[config.mk]
export PLATFORM = sky130hd
export DESIGN_NAME = button_conditioner
export DESIGN_NICKNAME = d
export VERILOG_FILES = /design/src/rtl/button_conditioner_pkg.sv /design/src/rtl/button_conditioner_sync_chain.sv /design/src/rtl/button_conditioner.sv
export SDC_FILE = /design/constraint.sdc
export NUM_CORES = 1
export LEC_CHECK = 0
export BUFFER_PORTS_ARGS = -buffer_cell sky130_fd_sc_hd__clkbuf_2
export CAP_MARGIN = 20
export CORE_MARGIN = 8
export CORE_UTILIZATION = 35
export DETAILED_ROUTE_END_ITERATION = 8
export PLACE_DENSITY = 0.54
export REMOVE_ABC_BUFFERS = 1
export SYNTH_ARGS = -nofsm -noshare
export SYNTH_HDL_FRONTEND = slang
export SYNTH_HIERARCHICAL = 1
export SYNTH_SLANG_ARGS = --single-unit
[constraint.sdc]
create_clock -name clk -period 4.8 [get_ports clk]
set_input_delay 0.96 -clock clk [delete_from_list [all_inputs] [get_ports clk]]
set_output_delay 0.96 -clock clk [all_outputs]
set_load 0.005 [all_outputs]
[src/rtl/button_conditioner_pkg.sv]
// button_conditioner_pkg: shared debounce FSM encodings and default timing constant
package button_conditioner_pkg;
  typedef enum logic [1:0] {
    IDLE_LOW  = 2'd0,
    ARM_HIGH  = 2'd1,
    HOLD_HIGH = 2'd2,
    ARM_LOW   = 2'd3
  } state_t;
  localparam int DEBOUNCE_10MS_100MHZ = 1_000_000;
endpackage

[src/rtl/button_conditioner_sync_chain.sv]
// sync_chain: reusable multi-flop synchroniser for asynchronous single-bit inputs
module sync_chain #(
  parameter int STAGES = 2
) (
  input  logic clk,
  input  logic reset,
  input  logic d,
  output logic q
);
  logic [STAGES-1:0] sync;
  always_ff @(posedge clk)
    sync <= reset ? '0 : {sync[STAGES-2:0], d};
  assign q = sync[STAGES-1];
endmodule

[src/rtl/button_conditioner.sv]
// button_conditioner: synchronises and debounces a raw button into a level plus rise/fall strobes
module button_conditioner
  import button_conditioner_pkg::*;
#(
  parameter int SYNC_STAGES     = 2,
  parameter int DEBOUNCE_CYCLES = DEBOUNCE_10MS_100MHZ
) (
  input  logic clk,
  input  logic reset,
  input  logic btn_in,
  output logic btn_level,
  output logic btn_rise,
  output logic btn_fall
);
  localparam int CNT_W = $clog2(DEBOUNCE_CYCLES);
  localparam logic [CNT_W-1:0] CNT_LAST = CNT_W'(DEBOUNCE_CYCLES - 1);
  state_t state, state_d;
  logic [CNT_W-1:0] cnt, cnt_d;
  logic s, done, rise_d, fall_d;
  sync_chain #(.STAGES(SYNC_STAGES)) u_sync (
    .clk(clk),
    .reset(reset),
    .d(btn_in),
    .q(s)
  );
  assign done = cnt == CNT_LAST;
  always_comb begin
    state_d = state;
    cnt_d   = '0;
    rise_d  = 1'b0;
    fall_d  = 1'b0;
    case (state)
      IDLE_LOW: if (s) begin
        state_d = ARM_HIGH;
        cnt_d   = CNT_W'(1);
      end
      ARM_HIGH: if (!s) state_d = IDLE_LOW;
        else if (done) begin
          state_d = HOLD_HIGH;
          rise_d  = 1'b1;
        end else cnt_d = cnt + 1'b1;
      HOLD_HIGH: if (!s) begin
        state_d = ARM_LOW;
        cnt_d   = CNT_W'(1);
      end
      ARM_LOW: if (s) state_d = HOLD_HIGH;
        else if (done) begin
          state_d = IDLE_LOW;
          fall_d  = 1'b1;
        end else cnt_d = cnt + 1'b1;
    endcase
  end
  always_ff @(posedge clk) begin
    state    <= reset ? IDLE_LOW : state_d;
    cnt      <= reset ? '0 : cnt_d;
    btn_rise <= reset ? 1'b0 : rise_d;
    btn_fall <= reset ? 1'b0 : fall_d;
  end
  assign btn_level = (state == HOLD_HIGH) || (state == ARM_LOW);
endmodule

==> results of run 1 <==
==> placed cells by master (no fill, tap or decap), types with 4 or more instances in the layout <==
cell / count
or4_1: 6
xor2_1: 8
dfxtp_1: 26
nor2_1: 16
nand2_1: 6
a21oi_1: 7
nand4_1: 4
xnor2_1: 6
nand3_1: 7
clkbuf_2: 5
o31ai_1: 4
==> per-layer routing <==
metal | GRT usage | part of all wire | routed length (um)
met1 | 0.106 | 0.51 | 1060
met2 | 0.140 | 0.45 | 927
met3 | 0.0302 | 0.030 | 62
met4 | 0.0333 | 0.011 | 23
met5 | 0 | 0 | 0
==> area by class of cell <==
type	count	area, um^2
Fill cell	328	1850
Timing Repair Buffer	5	25.0
Multi-Input combinational cell	90	567
Inverter	3	11.3
Sequential cell	26	520
Tap cell	44	55.1
Clock buffer	3	22.5
==> power breakdown <==
part,internal [mW],switching (mW)
clock,0.0294,0.0588
combinational,0.00183,0.00165
sequential,0.217,0.000857
==> flip-flops by register name (all words and copies together), names as in the netlist, named ones only <==
name,count
btn_rise,1
u_sync/sync,2
state,1
cnt,20
btn_fall,1
==> worst paths after layout <==
kind                  startpoint        endpoint  slack, ns  depth (start not counted)
hold / removal    u_sync/sync[0]  u_sync/sync[1]       0.46                          1
hold reg to reg   u_sync/sync[0]  u_sync/sync[1]       0.46                          1
setup / recovery         cnt[13]         cnt[12]       2.38                          4
setup reg to reg         cnt[13]         cnt[12]       2.38                          4
==> metrics by stage <==
step	hold WS [ns]	area, um^2
finish	0.459	1200
global route	0.473	1200
CTS	0.463	1200
detailed placement	0.433	1180
global placement	0.421	1180
floorplan	0.414	1100
==> cells by family after synthesis <==
group,after synthesis,synth area share
adders and majority gates,1,0.0111
buffers and inverters,8,0.0312
xor gates and xnor gates,14,0.109
AOI/OAI and AO/OA,15,0.0814
DFF,26,0.464
and+or+nand+nor,60,0.303
==> worst max-delay path: cells and delay by family, from the launching register on <==
kind | cells | cell delay (ns)
simple gates | 3 | 1.25
compound gates | 1 | 0.65
flops | 1 | 0.38
==> run summary, run 1 <==
Layout cells sized above 1: 0.0945
Yosys warning count: 6
Hold buffer count at CTS: 0
Final #Nets: 133
Synth-to-Final Area Change: 7.02%
Final WS setup: 2.38 ns
Max FO, Critical Path: 18
Initial antenna violation count: 0
Die height: 72.6 um
Final hold viol count: 0
Worst EP required: 4.98 ns
DRT Pass-1 Iters: 4
Routed WL per cell: 12.1 um
Classification of the worst setup path: flip-flop to flip-flop
Total grt overflow: 0
Worst-path clk slew: 0.13 ns
Mean Syn Cell Area: 9.05 um^2
Post-CTS Resized: 0
CTS Buffer Depth: 2
Placed cell count: 168
CP max stage delay: 0.65 ns
H-tree depth: 1
Clk Latency, worst-skew pair: 0.31 ns
DRT iter0 DRCs: 57
Top cells by area, synth: dfxtp_1 46%, xor2_1 6.2%, nor2_1 5.4%
Number of synthesized register bits: 26
Endpoints failing setup: 0
Dpl hpwl: 1500 um
FFs w/ async S/R, synth: 0
Final min period: 2.42 ns
Dpl ws: 2.37 ns
Worst min path class: flip-flop to flip-flop
DIE AREA: 5270 um^2
Main flop type after synthesis: dfxtp_1
CP endpoint kind: flip-flop
Clock sink total: 26
Fmax: 414 MHz
Post-CTS Setup Inserts: 0
Routability cong.: 0.784
Least-Margin Pin Slew: 0.769 ns
Worst Skew: 0.00388 ns
Register area share after synthesis: 0.464
Final critical-path share of the clock period: 0.503
Initial core utilization: 0.368
# diodes: 0
Post-synth EDFFs: 0
ANT nets after route: 0
Worst-case vdd ir drop: 0.000173 V
Mapped Cells: 124
Die Wd: 72.6 um
Overall power after layout: 309 uW
Yosys top cell area share: 0.464
Unrepaired setup endpoints after global routing: false
FP Rows: 20
First-pass GRT wire length: 3750 um
Most frequent cell after synthesis: dfxtp_1
Crit-path cells: or4b_1 > or4_1 > o21ai_2 > nor2_1
# IOs: 6
Total Wirelength: 2070 um
Slew Viols, Final: 0
CP startpoint kind: flip-flop
WP data arrival: 2.60 ns
CTS Root Cell: clkbuf_4
Leading area contributor after synthesis: dfxtp_1
Vias in the first global route: 856
DRC: 0
Power density cells: 258 nW/um^2
Maximum capacitance violations: 0
Core area: 3050 um^2
CTS buffer count: 3
Vias: 866
Commonest cells in the netlist: 26 x dfxtp_1, 16 x nor2_1, 8 x xor2_1
Setup_tns: 0 ns
Slowest cell on the critical path: o21ai_2
Leak pwr: 0.351 nW
Util after Layout: 0.393
Outcome: finished, final reports clean
Synthesized cell area: 1120 um^2
Non-filler cells, final: 171
Maximum number of pins on one net before global-route repair: 19
All-Layer GR Usage: 0.0882
Port Buf Inserts: 5
CTS tree: done
Synth cell types: 30
Vias/cell: 5.06
Max-slew headroom: 0.487
No activity file was read; power rests on OpenSTA's default activity.
==> run 2, diff against run 1 <==
Clock period 4.8 ns to 2.52 ns, I/O delays scaled along.
==> run summary, run 2 (synthesized netlist as in run 1, its figures left out) <==
CTS Root Cell: clkbuf_4
Final min period: 2.17 ns (-0.246 ns)
Total Wirelength: 2030 um (-2.0%)
Final critical-path share of the clock period: 0.861 (+0.358)
CTS tree: done
Total grt overflow: 0 (unchanged)
CP startpoint kind: flip-flop
Reg with most FFs: cnt
DRT iter0 DRCs: 29 (-49%)
H-tree depth: 1 (unchanged)
Vias in the first global route: 821 (-4.1%)
# IOs: 6 (unchanged)
Final #Nets: 135 (+1.5%)
Endpoints failing setup: 0 (unchanged)
Post-DP Area: 1190 um^2 (+1.3%)
Most frequent cells in the layout: 26 x dfxtp_1, 16 x nor2_1, 8 x xor2_1
Hold buffer count at CTS: 0 (unchanged)
FP Rows: 20 (unchanged)
Post-CTS Resized: 0 (unchanged)
First-pass GRT wire length: 3420 um (-8.6%)
DRT Pass-1 Iters: 4 (unchanged)
Most common cell after layout, fill and taps aside: dfxtp_1
Routed WL per cell: 11.7 um (-3.1%)
Die height: 72.6 um (unchanged)
Layout cells sized above 1: 0.109 (+0.0140)
Maximum number of pins on one net before global-route repair: 14 (-5)
Initial core utilization: 0.368 (unchanged)
Final WS setup: 0.351 ns (-2.03 ns)
Setup_tns: 0 ns (unchanged)
Initial antenna violation count: 0 (unchanged)
Power density cells: 484 nW/um^2 (+88%)
Max reg flops: 20 (unchanged)
Worst EP required: 2.76 ns (-2.22 ns)
All-Layer GR Usage: 0.0786 (-0.00960)
Classification of the worst setup path: flip-flop to flip-flop
Die Wd: 72.6 um (unchanged)
Util after Layout: 0.398 (+0.00492)
Worst min path class: input port to flip-flop
Max-slew headroom: 0.772 (+0.285)
Least-Margin Pin Slew: 0.337 ns (-0.432 ns)
Vias/cell: 5.07 (about the same)
Dpl ws: 0.384 ns (-1.98 ns)
CTS Buffer Depth: 2 (unchanged)
Clk Latency, worst-skew pair: 0.31 ns (about the same)
Worst-path clk slew: 0.13 ns (about the same)
Post-CTS Setup Inserts: 0 (unchanged)
Largest regs: cnt (20), u_sync/sync (2)
Max FO, Critical Path: 6 (-12)
DIE AREA: 5270 um^2 (unchanged)
Port Buf Inserts: 5 (unchanged)
Worst-case vdd ir drop: 0.000240 V (+39%)
DRC: 0 (unchanged)
ANT nets after route: 0 (unchanged)
Leak pwr: 0.360 nW (+2.4%)
Final hold viol count: 0 (unchanged)
Dpl hpwl: 1490 um (-0.50%)
Clock sink total: 26 (unchanged)
Core area: 3050 um^2 (unchanged)
Slew Viols, Final: 0 (unchanged)
Outcome: finished, final reports clean
Worst Skew: 0.00639 ns (+0.00251 ns)
Routability cong.: 0.769 (-2.0%)
Fmax: 461 MHz (+11%)
Min Hold Slack: 0.400 ns (-0.0598 ns)
WP data arrival: 2.41 ns (-0.19 ns)
Unrepaired setup endpoints after global routing: false
CP endpoint kind: flip-flop
# diodes: 0 (unchanged)
Synth-to-Final Area Change: 8.36%
CTS buffer count: 3 (unchanged)
Vias: 877 (+1.3%)
Final instance area: 1220 um^2 (+1.3%)
Maximum capacitance violations: 0 (unchanged)
## run 2: metal layers
layer | track usage | wire length (um) | vias up
li1 | - | - | 451
met1 | 0.0945 | 1010 | 421
met2 | 0.131 | 944 | 3
met3 | 0.0165 | 55 | 2
met4 | 0.0333 | 19 | 0
met5 | 0 | 0 | -
## run 2: through the flow
step / power (mW) / cells
finish: 0.588 / 173
global route: 0.608 / 173
CTS: 0.596 / 173
detailed placement: 0.431 / 170
global placement: 0.431 / 170
floorplan: 0.428 / 119
## run 2: final timing paths
check / end / cells after the start / start / slack, ns
setup / recovery: flip-flop / 4 / cnt[13] / 0.35
hold / removal: u_sync/sync[1] / 2 / reset / 0.40
setup reg to reg: flip-flop / 4 / cnt[13] / 0.35
hold reg to reg: u_sync/sync[1] / 1 / u_sync/sync[0] / 0.46
## run 2: worst max-delay path, stage by stage (launching register included)
cell and delay [ns]:
dfxtp_1 0.38, or4b_1 0.51, or4_1 0.63, or4_1 0.44, a21oi_1 0.15
## run 2: power breakdown
group | internal (mW) | total [mW] | switching [mW] | leakage [nW]
sequential | 0.413 | 0.415 | 0.00171 | 0.210
clock | 0.0558 | 0.166 | 0.111 | 0.0138
combinational | 0.00366 | 0.00695 | 0.00329 | 0.136
## run 2: cell type report
cell class,instances,area [um^2]
inverters,3,11.3
clock buffers,3,22.5
well taps,44,55.1
fillers,343,1840
multi-input cells,90,567
flip-flops and latches,26,520
repair buffers,7,40.0
